===== src/rtl/d_latch_sampler.sv =====
// Moves a word held in transparent latches into core_clk: sync lat_e, wait for close + SETTLE, capture lat_q.
// Latency SYNC_STAGES+1+SETTLE edges after lat_e falls; a capture into an unaccepted slot is dropped and flagged on overrun.
module d_latch_sampler #(
  parameter int WIDTH       = 8,
  parameter int SYNC_STAGES = 2,
  parameter int SETTLE      = 2
) (
  input  logic             clk,
  input  logic             rst_n,
  input  logic             lat_e,
  input  logic [WIDTH-1:0] lat_q,
  output logic [WIDTH-1:0] out_data,
  output logic             out_valid,
  input  logic             out_ready,
  output logic             overrun,
  output logic             busy
);

  localparam int CNT_W = $clog2(SETTLE) + 1;
  localparam logic [CNT_W-1:0] CNT_LAST = CNT_W'(SETTLE - 1);

  typedef enum logic [1:0] {
    S_IDLE,
    S_OPEN,
    S_SETTLE
  } state_t;

  state_t                 state;
  logic [CNT_W-1:0]       cnt;
  logic [SYNC_STAGES-1:0] sync_q;
  logic                   e_s;

  assign e_s  = sync_q[SYNC_STAGES-1];
  assign busy = (state != S_IDLE);

  // lat_q is deliberately not synchronized: it is only read after the latches have closed and settled
  always_ff @(posedge clk or negedge rst_n) begin
    if (!rst_n) begin
      sync_q <= '0;
    end else begin
      sync_q <= {sync_q[SYNC_STAGES-2:0], lat_e};
    end
  end

  always_ff @(posedge clk or negedge rst_n) begin
    if (!rst_n) begin
      state     <= S_IDLE;
      cnt       <= '0;
      out_data  <= '0;
      out_valid <= 1'b0;
      overrun   <= 1'b0;
    end else begin
      overrun <= 1'b0;
      if (out_valid && out_ready) begin
        out_valid <= 1'b0;
      end
      case (state)
        S_IDLE: begin
          if (e_s) begin
            state <= S_OPEN;
          end
        end
        S_OPEN: begin
          if (!e_s) begin
            state <= S_SETTLE;
            cnt   <= '0;
          end
        end
        S_SETTLE: begin
          if (e_s) begin
            state <= S_OPEN;
          end else if (cnt == CNT_LAST) begin
            state <= S_IDLE;
            // an accept in this same cycle frees the slot, so refill wins over overrun
            if (out_valid && !out_ready) begin
              overrun <= 1'b1;
            end else begin
              out_data  <= lat_q;
              out_valid <= 1'b1;
            end
          end else begin
            cnt <= cnt + CNT_W'(1);
          end
        end
        default: begin
          state <= S_IDLE;
        end
      endcase
    end
  end

endmodule


===== config.mk =====
export PLATFORM = sky130hd
export DESIGN_NAME = d_latch_sampler
export DESIGN_NICKNAME = d
export VERILOG_FILES = /design/src/rtl/d_latch_sampler.sv
export SDC_FILE = /design/constraint.sdc
export NUM_CORES = 1
export LEC_CHECK = 0
export BUFFER_PORTS_ARGS = -buffer_cell sky130_fd_sc_hd__buf_4
export CAP_MARGIN = 20
export CORE_MARGIN = 2
export CORE_UTILIZATION = 48
export CTS_CLUSTER_DIAMETER = 30
export CTS_CLUSTER_SIZE = 24
export DETAILED_ROUTE_END_ITERATION = 16
export MAX_ROUTING_LAYER = met4
export PLACE_DENSITY = 0.82
export SYNTH_ARGS = -nofsm -noshare
export SYNTH_HDL_FRONTEND = slang
export SYNTH_SLANG_ARGS = --single-unit
export TNS_END_PERCENT = 10

===== constraint.sdc =====
create_clock -name clk -period 2.2 [get_ports clk]
set_input_delay 0.11 -clock clk [delete_from_list [all_inputs] [get_ports clk]]
set_output_delay 0.11 -clock clk [all_outputs]
set_load 0.01 [all_outputs]

==> reports/metrics.yaml, run 1 <==
status: "finished, final reports clean"
tightest_slew_ps: 316
cts_sinks: 16
yosysMostFrequentCell: "dfrtp_1"
grt_start_max_net_pins: 17
r2r_end: "out_data[3]$_DFFE_PN0P_"
place_congestion: 0.719
max_slew_margin_pct: 79.0
wirelength_um: 1160
clk_latency_ps: 290
max_stage_delay_ps: 400
yosysSeqAreaShare_pct: 61.2
cp_data_arrival_time_ps: 1570
grt_overflow: 0
leakagePower_uw: 0.000440
die_w_um: 40.9
worstSetupPathDepth: 4
period_needed_ps: 1390
netlist_instances: 46
port-buffer-count: 22
crit_path_start_kind: "flop"
drt-vias-per-instance: 5.13
drt_iter0_drc: 3
rrSetupSlack_ps: 810
cts.clk_slew.worst_paths_ps: 90
placed_area_um2: 827
crit_path_cell_trace: "inv_1, ha_1, nand4_4, mux2_2"
antenna_left: 0
drv_slew: 0
cts_tree: "done"
path_max_fanout: 8
design_area_um2: 883
drt-pass1-iter-count: 2
power.density_nw_per_um2: 1090
ir_drop_uv: 529
p_total_uw: 958
setup_tns_ps: 0
cts_max_level: 1
start_util_pct: 50.9
ys_warn_count: 0
ys_seq_elements: 16
reg2reg_depth: 4
drive_gt1_share_pct: 50.7
synthArstFlopShare_pct: 100
cpLargestDelayFamily: "flip-flops"
drc: 0
grt_pass1_wl_um: 1770
synth_edf_count: 0
syn_area_um2: 654
hold_violations: 0
die_y_um: 40.9
nNetsFinal: 87
setup_violations: 0
post_synth.cell_area_avg_um2: 14.2
drv_cap: 0
cts-buffers-inserted: 3
antenna_found_initial: 0
coreArea_um2: 1280
fin_util_pct: 68.7
finalCritPeriodShare_pct: 63.1
yosys.area.top_type_share_pct: 61.2
rsz0062_at_grt: "no"
crit_path_start: "cnt[1]$_DFFE_PN0P_"
synth_ff_type: "dfrtp_1"
rows: 13
routedWlPerCell_um: 13.2
diodes: 0
cp.required_ps: 2380
die-area_um2: 1670
crit_type: "reg2reg"
grt_usage_pct: 17.0
grt_pass1_vias: 421
synthDistinctLibCells: 19
root_buffer: "clkbuf_4"
hold_ws_ps: 46.8
syn_nets: 59
cp-endpoint: "out_data[3]$_DFFE_PN0P_"
yosysTopAreaCell: "dfrtp_1"
clock_path_buffers: 2
hpwlAfterDp_um: 898
crit_buf_inv: 1
synth_common_cells: "dfrtp_1 (16), mux2_2 (8)"
clock_skew_ps: 2.06
ios: 23
endpoint_kind: "flop"
hp-class: "in2reg"
num_vias: 451
max_freq_mhz: 720
syn_to_final_growth_pct: 35.0
synth_area_leaders: "dfrtp_1 (61%), mux2_2 (14%), nand4_4 (3.3%)"
rr_startpoint: "cnt[1]$_DFFE_PN0P_"
worst_path_max_delay_cell: "dfrtp_1"
## through the flow
step           std cells  setup WS (ps)
2_1_floorplan         46            941
3_3_place_gp          82            880
3_5_place_dp          82            816
4_1_cts               88            804
5_1_grt               88            744
6_report              88            811
## worst min-delay path by stage
stage | from | endpoint | slack [ps] | cells after the start
floorplan | rst_n | cnt[0]$_DFFE_PN0P_ | -190 | 0
detailed placement | rst_n | out_valid$_DFF_PN0_ | -30 | 1
global route | lat_q[2] | out_data[2]$_DFFE_PN0P_ | 50 | 2
global placement | rst_n | state[0]$_DFFE_PN0P_ | -30 | 1
finish | lat_q[6] | out_data[6]$_DFFE_PN0P_ | 50 | 2
CTS | lat_q[6] | out_data[6]$_DFFE_PN0P_ | 50 | 2
## area by class of cell
class,count,area [um2]
clock buffer,4,36.3
fill,102,402
inverter,2,7.51
multi-input combinational,27,235
sequential,16,400
tap,15,18.8
timing repair buffer,24,185
## routing by layer
metal	vias to the layer above	GRT usage, %	wire [um]
li1	217	-	-
met1	214	20.2	448
met2	15	27.7	631
met3	5	1.63	52
met4	0	10.0	31
met5	-	-	0
## registers in the layout, summed over array words and instances, names as in the netlist
| register | count |
|---|---|
| state | 2 |
| out_valid | 1 |
| overrun | 1 |
| out_data | 8 |
| sync_q | 2 |
| cnt | 2 |
## placed cells by master (no fill, tap or decap), types with 2 or more instances in the layout
cell type | synthesis | layout
buf_4 | 0 | 22
inv_1 | 2 | 2
nor4_1 | 2 | 2
dlygate4sd3_1 | 0 | 2
dfrtp_1 | 16 | 16
a21oi_1 | 2 | 2
mux2_2 | 8 | 8
nor2_1 | 2 | 2
clkbuf_4 | 0 | 3
o2bb2ai_1 | 2 | 2
## where the power goes
part / total, uW / internal, uW / leakage (uW) / switching (uW)
Sequential: 445 / 385 / 0.000209 / 60.2
Combinational: 320 / 189 / 0.000211 / 131
Clock: 193 / 101 / 0.0000210 / 92.6
## kinds of logic (layout without fill, tap and decap cells)
group / count (synthesis) / in the layout / share of synthesized area (%)
compound gates: 6 / 6 / 6.50
fa+ha+maj: 1 / 1 / 1.91
mux: 9 / 9 / 15.3
buf+inv: 3 / 30 / 2.87
flops: 16 / 16 / 61.2
simple gates: 11 / 11 / 12.2
## repair_timing
item | 4_1_cts | 5_1_grt
hold buffers | 2 | 0
resized for setup | 0 | 0
endpoints found under the hold margin | 17 | 0
setup endpoints to repair | 0 | 0
setup buffers | 0 | 0
Note: power is estimated with default switching activity, not from simulation.
==> run 2, diff against run 1 <==
--- a/config.mk
+++ b/config.mk
@@ -8,12 +8,12 @@
 export BUFFER_PORTS_ARGS = -buffer_cell sky130_fd_sc_hd__buf_4
 export CAP_MARGIN = 20
 export CORE_MARGIN = 2
-export CORE_UTILIZATION = 48
+export CORE_UTILIZATION = 42
 export CTS_CLUSTER_DIAMETER = 30
 export CTS_CLUSTER_SIZE = 24
 export DETAILED_ROUTE_END_ITERATION = 16
 export MAX_ROUTING_LAYER = met4
-export PLACE_DENSITY = 0.82
+export PLACE_DENSITY = 0.77
 export SYNTH_ARGS = -nofsm -noshare
 export SYNTH_HDL_FRONTEND = slang
 export SYNTH_SLANG_ARGS = --single-unit
==> constraint.sdc (replaced) <==
create_clock -name clk -period 1.2 [get_ports clk]
set_input_delay 0.06 -clock clk [delete_from_list [all_inputs] [get_ports clk]]
set_output_delay 0.06 -clock clk [all_outputs]
set_load 0.01 [all_outputs]
==> run 2 against run 1 <==
Against the previous run: cell count rose by 20%; global-route usage rose by 1.1 points; setup slack worse by 910 ps; largest power group unchanged; utilization increased by 3.4 points; sequential share of layout area is 8.1 points lower; first-iteration DRC count fell by 67%; critical path type unchanged; register-to-register slack worse by 910 ps; hold slack improved by 83 ps; clock power rose by 81%; flip-flop and latch count stayed put; largest cell class unchanged; count of clock-buffer cells in the layout did not move; the flow now finishes with violations (negative setup slack).
==> reports/metrics.yaml, run 2 (same netlist as run 1, synthesis figures left out) <==
status: "finished with violations"
violations: "negative setup slack"
rows: 14
grt_usage_pct: 18.1
max_slew_margin_pct: 82.5
grt_pass1_vias: 577
ios: 23
fill_cells: 105
clock_path_buffers: 2
die_w_um: 43.5
diodes: 0
die-area_um2: 1890
antenna_found_initial: 0
cp.required_ps: 1370
ir_drop_uv: 1130
period_needed_ps: 1290
min_path_cells: 3
clock_skew_ps: 8.84
power.density_nw_per_um2: 1780
reg2reg_depth: 4
max_freq_mhz: 772
dp.cells: 87
fin_util_pct: 72.2
drive_gt1_share_pct: 56.7
design_area_um2: 1070
wirelength_um: 1390
die_y_um: 43.5
hold_end: "out_valid$_DFF_PN0_"
root_buffer: "clkbuf_4"
coreArea_um2: 1490
largest_register_ffs: 8
routedWlPerCell_um: 13.1
hpwlAfterDp_um: 980
dpl_worst_slack_ps: -62.0
layoutNonFillerInstCount: 106
tightest_slew_ps: 261
rsz0062_at_grt: "yes"
path_max_fanout: 8
drv_cap: 0
layout_commonest_cell: "buf_4"
cts_max_level: 1
hold_violations: 0
syn_to_final_growth_pct: 64.2
place_congestion: 0.749
crit_path_start_kind: "flop"
endpoint_kind: "flop"
cp_data_arrival_time_ps: 1470
num_vias: 532
cts_sinks: 16
drt-pass1-iter-count: 4
cts.clk_slew.worst_paths_ps: 100
antenna_left: 0
grt_start_max_net_pins: 17
cts_tree: "done"
rr_startpoint: "state[0]$_DFFE_PN0P_"
cts-buffers-inserted: 3
grt_overflow: 0
start_util_pct: 43.9
finalCritPeriodShare_pct: 108
grt_pass1_wl_um: 2350
drc: 0
rrSetupSlack_ps: -90
setup_ws_ps: -94.8
r2r_end: "out_data[0]$_DFFE_PN0P_"
nNetsFinal: 104
final_cell_mix: "buf_4 (28), dfrtp_1 (16), dlygate4sd3_1 (10), mux2_2 (7)"
clk_latency_ps: 290
drt_iter0_drc: 1
hp-class: "in2reg"
crit_type: "reg2reg"
drv_slew: 0
drt-vias-per-instance: 5.02
setup_violations: 11
holdCritStartpoint: "out_ready"
leakagePower_uw: 0.000530
top_register: "out_data"
port-buffer-count: 22
p_total_uw: 1920
placed_area_um2: 871
[run 2: changes by cell type in the layout (fill, tap and decap cells not counted), moves of 2 or more]
cell           change
nor4_1             -2
buf_6              +3
nor4_2             +2
buf_4              +6
dlygate4sd3_1      +8
[run 2: critical path: stages, from the launching register on]
cell and delay (ps):
dfrtp_1 400, buf_6 120, nor2_4 110, nand4_4 200, mux2_4 350
[run 2: worst max-delay path by stage]
stage | startpoint | to | cells after the start
2_1_floorplan | state[0]$_DFFE_PN0P_ | out_data[0]$_DFFE_PN0P_ | 4
3_3_place_gp | cnt[1]$_DFFE_PN0P_ | out_data[1]$_DFFE_PN0P_ | 4
3_5_place_dp | cnt[1]$_DFFE_PN0P_ | out_data[0]$_DFFE_PN0P_ | 4
4_1_cts | state[0]$_DFFE_PN0P_ | out_data[0]$_DFFE_PN0P_ | 4
5_1_grt | state[0]$_DFFE_PN0P_ | out_data[0]$_DFFE_PN0P_ | 4
6_report | state[0]$_DFFE_PN0P_ | out_data[0]$_DFFE_PN0P_ | 4
[run 2: layout make-up]
| cell class | count | area [um2] | share of cell area, % |
|---|---|---|---|
| sequential | 16 | 400 | 37.3 |
| timing repair buffer | 41 | 344 | 32.0 |
| multi-input combinational | 27 | 267 | 24.8 |
| clock buffer | 4 | 36.3 | 3.38 |
| tap | 16 | 20.0 | 1.86 |
| inverter | 2 | 7.51 | 0.698 |
[run 2: report_power, final]
group,leakage [uW],internal [uW],switching [uW],total [uW]
Clock,0.0000210,185,166,350
Sequential,0.000209,705,104,810
Combinational,0.000300,467,290,756
Total,0.000530,1360,560,1920
[run 2: through the flow]
stage	hold WS [ps]	TNS, ps
floorplan	-236	0
global placement	-73.5	-131
detailed placement	-72.7	-425
CTS	0.377	-704
global route	126	-1380
finish	130	-654
[run 2: metal layers]
metal  global-route usage [%]  part of all wire (%)  wire length (um)
met5                        -                     0                 0
met4                     13.9                   2.1                29
met3                     5.00                   3.8                53
met2                     30.4                    57               790
met1                     17.2                    37               513
[run 2: what timing repair did]
action                     4_1_cts  5_1_grt
buffers inserted                 5        0
hold endpoints to repair        22        3
hold buffers                     7        3
pin swaps                        4        0
setup endpoints to repair       11       11
gates resized for setup          7        1
